[src/rtl/mul_pkg.sv]
// Shared types and helpers for the shift-add multiplier (multiplicador_param).
package mul_pkg;

  typedef enum logic [1:0] {
    IDLE = 2'd0,
    CALC = 2'd1,
    DONE = 2'd2
  } mul_state_t;

  // Step counter width for a given operand width.
  function automatic int unsigned cnt_w(input int unsigned width);
    return $clog2(width);
  endfunction

endpackage : mul_pkg

[src/rtl/mul_counter.sv]
// Step counter for the multiplier: cleared on accept, advanced once per CALC cycle.
module mul_counter
  import mul_pkg::*;
#(
  parameter int unsigned WIDTH = 16
) (
  input  logic clk,
  input  logic rst,
  input  logic clear,
  input  logic inc,
  output logic last_c
);

  localparam int unsigned CW = cnt_w(WIDTH);

  logic [CW-1:0] cnt;

  always_ff @(posedge clk or negedge rst) begin
    if (!rst) begin
      cnt <= '0;
    end else if (clear) begin
      cnt <= '0;
    end else if (inc) begin
      cnt <= cnt + CW'(1);
    end
  end

  // High while the step that completes the product is being taken.
  assign last_c = (cnt == CW'(WIDTH - 1));

endmodule : mul_counter

[src/rtl/multiplicador_param.sv]
// Sequential shift-add multiplier, one partial product per clock, start/busy/done handshake.
// Optional two's-complement mode when MUL_SIGNED_EN is defined (adds the signed_op port).
module multiplicador_param
  import mul_pkg::*;
#(
  parameter int unsigned WIDTH = 16
) (
  input  logic               clk,
  input  logic               rst,
  input  logic               start,
  input  logic [WIDTH-1:0]   mndo,
  input  logic [WIDTH-1:0]   mdor,
`ifdef MUL_SIGNED_EN
  input  logic               signed_op,
`endif
  output logic               busy,
  output logic               done,
  output logic [2*WIDTH-1:0] produto
);

  localparam int unsigned PW = 2 * WIDTH;

  mul_state_t state, state_nxt;
  logic       busy_d, done_d;
  logic       accept, last_c;

  logic [WIDTH-1:0] mcand;
  logic [PW-1:0]    acc;
  logic [WIDTH:0]   hi, addend;
  logic [PW-1:0]    acc_step;

`ifdef MUL_SIGNED_EN
  logic sop;
`endif

  assign accept = (state == IDLE) && start;

  mul_counter #(.WIDTH(WIDTH)) u_cnt (
    .clk    (clk),
    .rst    (rst),
    .clear  (accept),
    .inc    (state == CALC),
    .last_c (last_c)
  );

  // State register with registered status outputs.
  always_ff @(posedge clk or negedge rst) begin
    if (!rst) begin
      state <= IDLE;
      busy  <= 1'b0;
      done  <= 1'b0;
    end else begin
      state <= state_nxt;
      busy  <= busy_d;
      done  <= done_d;
    end
  end

  always_comb begin
    state_nxt = state;
    case (state)
      IDLE:    if (start)  state_nxt = CALC;
      CALC:    if (last_c) state_nxt = DONE;
      DONE:    state_nxt = IDLE;
      default: state_nxt = IDLE;
    endcase
  end

  // Status flags are decoded from the upcoming state so they line up with it.
  always_comb begin
    busy_d = (state_nxt != IDLE);
    done_d = (state_nxt == DONE);
  end

  // One shift-add step; the WIDTH+1 bit sum keeps the carry, which lands in the top bit.
  always_comb begin
    hi     = {1'b0, acc[PW-1:WIDTH]};
    addend = {1'b0, mcand};
`ifdef MUL_SIGNED_EN
    if (sop) begin
      hi     = {acc[PW-1], acc[PW-1:WIDTH]};
      addend = {mcand[WIDTH-1], mcand};
    end
    if (acc[0]) begin
      // The multiplier's sign bit carries negative weight, so its step subtracts.
      if (sop && last_c) hi = hi - addend;
      else               hi = hi + addend;
    end
`else
    if (acc[0]) hi = hi + addend;
`endif
    acc_step = {hi, acc[WIDTH-1:1]};
  end

  always_ff @(posedge clk or negedge rst) begin
    if (!rst) begin
      mcand <= '0;
      acc   <= '0;
`ifdef MUL_SIGNED_EN
      sop   <= 1'b0;
`endif
    end else if (accept) begin
      mcand <= mndo;
      acc   <= {{WIDTH{1'b0}}, mdor};
`ifdef MUL_SIGNED_EN
      sop   <= signed_op;
`endif
    end else if (state == CALC) begin
      acc <= acc_step;
    end
  end

  assign produto = acc;

endmodule : multiplicador_param

[config.mk]
export PLATFORM = sky130hd
export DESIGN_NAME = multiplicador_param
export DESIGN_NICKNAME = d
export VERILOG_FILES = /design/src/rtl/mul_pkg.sv /design/src/rtl/mul_counter.sv /design/src/rtl/multiplicador_param.sv
export SDC_FILE = /design/constraint.sdc
export NUM_CORES = 1
export LEC_CHECK = 0
export BUFFER_PORTS_ARGS = -buffer_cell sky130_fd_sc_hd__buf_4
export CELL_PAD_IN_SITES_DETAIL_PLACEMENT = 1
export CELL_PAD_IN_SITES_GLOBAL_PLACEMENT = 1
export CORE_UTILIZATION = 40
export DETAILED_ROUTE_END_ITERATION = 10
export GPL_TIMING_DRIVEN = 0
export HOLD_SLACK_MARGIN = 0.08
export PLACE_DENSITY = 0.89
export SYNTH_ARGS = -nofsm -noshare
export SYNTH_HDL_FRONTEND = slang
export SYNTH_SLANG_ARGS = --single-unit
export TNS_END_PERCENT = 50
[constraint.sdc]
create_clock -name clk -period 6.61 [get_ports clk]
set_input_delay 0.9915 -clock clk [delete_from_list [all_inputs] [get_ports clk]]
set_output_delay 0.9915 -clock clk [all_outputs]
set_load 0.05 [all_outputs]
==> impl_metrics.yaml <==
outcome:
  outcome: "complete, no violations"
clock_tree:
  post_cts_buffers: 0
  cts_tree: "yes"
  ctsHoldBuffers: 0
  h-tree-depth: 2
  cts_buffer_depth: 2
  cts_repair_resize_count: 0
  clkTransAtPathRegs_ns: 0.11
  cts.sinks: 56
  cts_root_buf: "clkbuf_8"
  insertion_delay_ns: 0.32
  cts_buffers: 5
yosys:
  synth_compound_area_share_pct: 18.94
  synth_top_family_by_area: "simple AND/OR/NAND/NOR gates"
  synthArstFlopShare_pct: 100.0
  ys_types: 44
  synth_warnings: 0
  synthSimpleGateAreaFrac_pct: 19.22
  synthXorXnorAreaFrac_pct: 2.844
  syn_inst: 346
  syn_area_mm2: 0.003079
  ys_seq_area_share_pct: 45.51
  synth_mux_area_share_pct: 2.275
  avgSynthCellArea_um2: 8.899
  synth_edf_count: 0
  ys_ff_latch: 56
  syn-num-nets: 399
  yosys.area_share.adder_pct: 7.558
  ys_dominant_reg_cell: "dfrtp_1"
sta:
  relSlewSlack_pct: 51.08
  fin_crit_ns: 2.618
  finalHoldViolCount: 0
  setup_viol: 0
  setup_tns_ns: 0
  finClkSkew_ns: 0.01619
  rsz0062_at_grt: "false"
  finalCritPeriodShare_pct: 39.61
  drv_slew: 0
  tightest_slew_ns: 0.7338
  fmax_mhz: 381.9
drt:
  viasPerCell: 5.461
  wl_um: 8860
  drt_iter0_drc: 99
  via_count: 2845
  ant_nets: 0
  drt_pass1_iterations: 4
  drc: 0
  wl_per_cell_um: 17.01
critical_path:
  arrival_ns: 2.85
  path_buf_inv: 0
  r2r_setup_slack_ns: 3.99
  cpLargestDelayFamily: "compound AO/OA/AOI/OAI gates"
  cp.required_ns: 6.84
  path_class: "register to register"
  crit_top_cell: "a21oi_1"
  endpoint_kind: "register"
  crit_slowest_cell: "dfrtp_1"
  cp-start-kind: "register"
  max_stage_delay_ns: 0.44
  crit_chain: "ha_1 -> fa_1 -> a21oi_1 -> o211ai_1 -> a21oi_1 -> o31ai_2 -> o31a_1 -> o21ai_0"
  critical_path_peak_fanout: 4
floorplanning:
  initial_core_util_pct: 42.00
  io_pins: 69
  die-width_um: 89.74
  die_y_um: 89.74
  num_rows: 31
  core_area_mm2: 0.007331
  die_area_mm2: 0.008053
placed_design:
  dpl.hpwl_um: 6513
  place_congestion: 0.8312
  numPortBuffers: 68
grt:
  overflow: 0
  track_usage_pct: 22.46
  grt_antenna_before_repair: 0
  grt_max_degree: 57
  grt_pass1_wl_um: 14750
  grt_pass1_vias: 3104
finish:
  layout_commonest_cell: "nand2_1"
  final_cell_mix: "nand2_1, buf_4, dfrtp_1"
  num-nets-final: 474
  syn2layout_area_growth_pct: 24.22
  drive_gt1_share_pct: 20.85
  antennaDiodeCount: 0
run:
  maxCapViolCount: 0
hold_path:
  hold_path_class: "register to register"
-- final timing paths --
kind / depth (start not counted) / from / to
max in group asynchronous: 1 / rst / produto[29]$_DFFE_PN0P_
min in group asynchronous: 1 / rst / mcand[5]$_DFFE_PN0P_
min: 2 / mcand[10]$_DFFE_PN0P_ / mcand[10]$_DFFE_PN0P_
max reg2reg: 8 / produto[16]$_DFFE_PN0P_ / produto[29]$_DFFE_PN0P_
min reg2reg: 2 / mcand[10]$_DFFE_PN0P_ / mcand[10]$_DFFE_PN0P_
max: 8 / produto[16]$_DFFE_PN0P_ / produto[29]$_DFFE_PN0P_
-- registers in the layout (all words and copies together) (netlist names) --
register	flops
produto	32
mcand	16
u_cnt.cnt	4
state	2
busy	1
done	1
-- kinds of logic after synthesis --
group / Yosys count
simple gates: 143
compound gates: 88
flops: 56
buf+inv: 24
fa+ha+maj: 18
xor+xnor: 10
mux: 7
-- synth_stat cells, drive strengths merged, types with 3 or more instances --
library cell	count	area [µm²]
inv	4	15.01
a211oi	3	27.52
nand2	97	364.1
xnor2	6	52.55
dfrtp	56	1401
o31ai	3	32.53
a21o	3	22.52
xor2	4	35.03
buf	4	37.53
mux2i	7	70.07
nand3	13	65.06
o21a	4	30.03
a21oi	20	100.1
ha	17	212.7
nor2	19	73.82
a22oi	15	112.6
o21ai	25	128.9
clkbuf	16	60.06
and3	4	27.52
-- through the flow --
stage | area, µm² | std cells | utilization [%] | hold WS (ns) | worst slack (ns)
floorplan | 3079 | 346 | - | 0.4497 | 4.179
global placement | 3714 | 513 | 50.66 | 0.4661 | 4.146
detailed placement | 3714 | 513 | 50.66 | 0.4674 | 4.077
CTS | 3825 | 521 | 52.18 | 0.5025 | 3.989
global route | 3825 | 521 | 52.18 | 0.5300 | 3.818
finish | 3825 | 521 | 52.18 | 0.4958 | 3.992
-- cell type report --
type                       instances  area, µm²
tap                               99      123.9
inverter                           4      15.01
clock inverter                     2      38.79
sequential                        56       1401
buffer                            20      97.59
timing repair buffer              68      510.5
multi-input combinational        266       1565
clock buffer                       6      72.57
fill                             899       3506
-- metal layers --
layer  global-route usage, %  wire, µm  up-vias
met3                   4.569       367        8
met1                   26.70      3859     1424
met5                       0         0        -
li1                        -         -     1350
met4                   5.874        92        0
met2                   41.03      4541       63
-- worst min-delay path, cell delays in order (launching register included) --
cell     delay [ns]
dfrtp_1        0.36
nand2_1        0.05
nand2_1        0.06
Power is left out: the tool's default activity adds up to more than one toggle a clock period on the data nets, which glitch-free logic cannot reach.
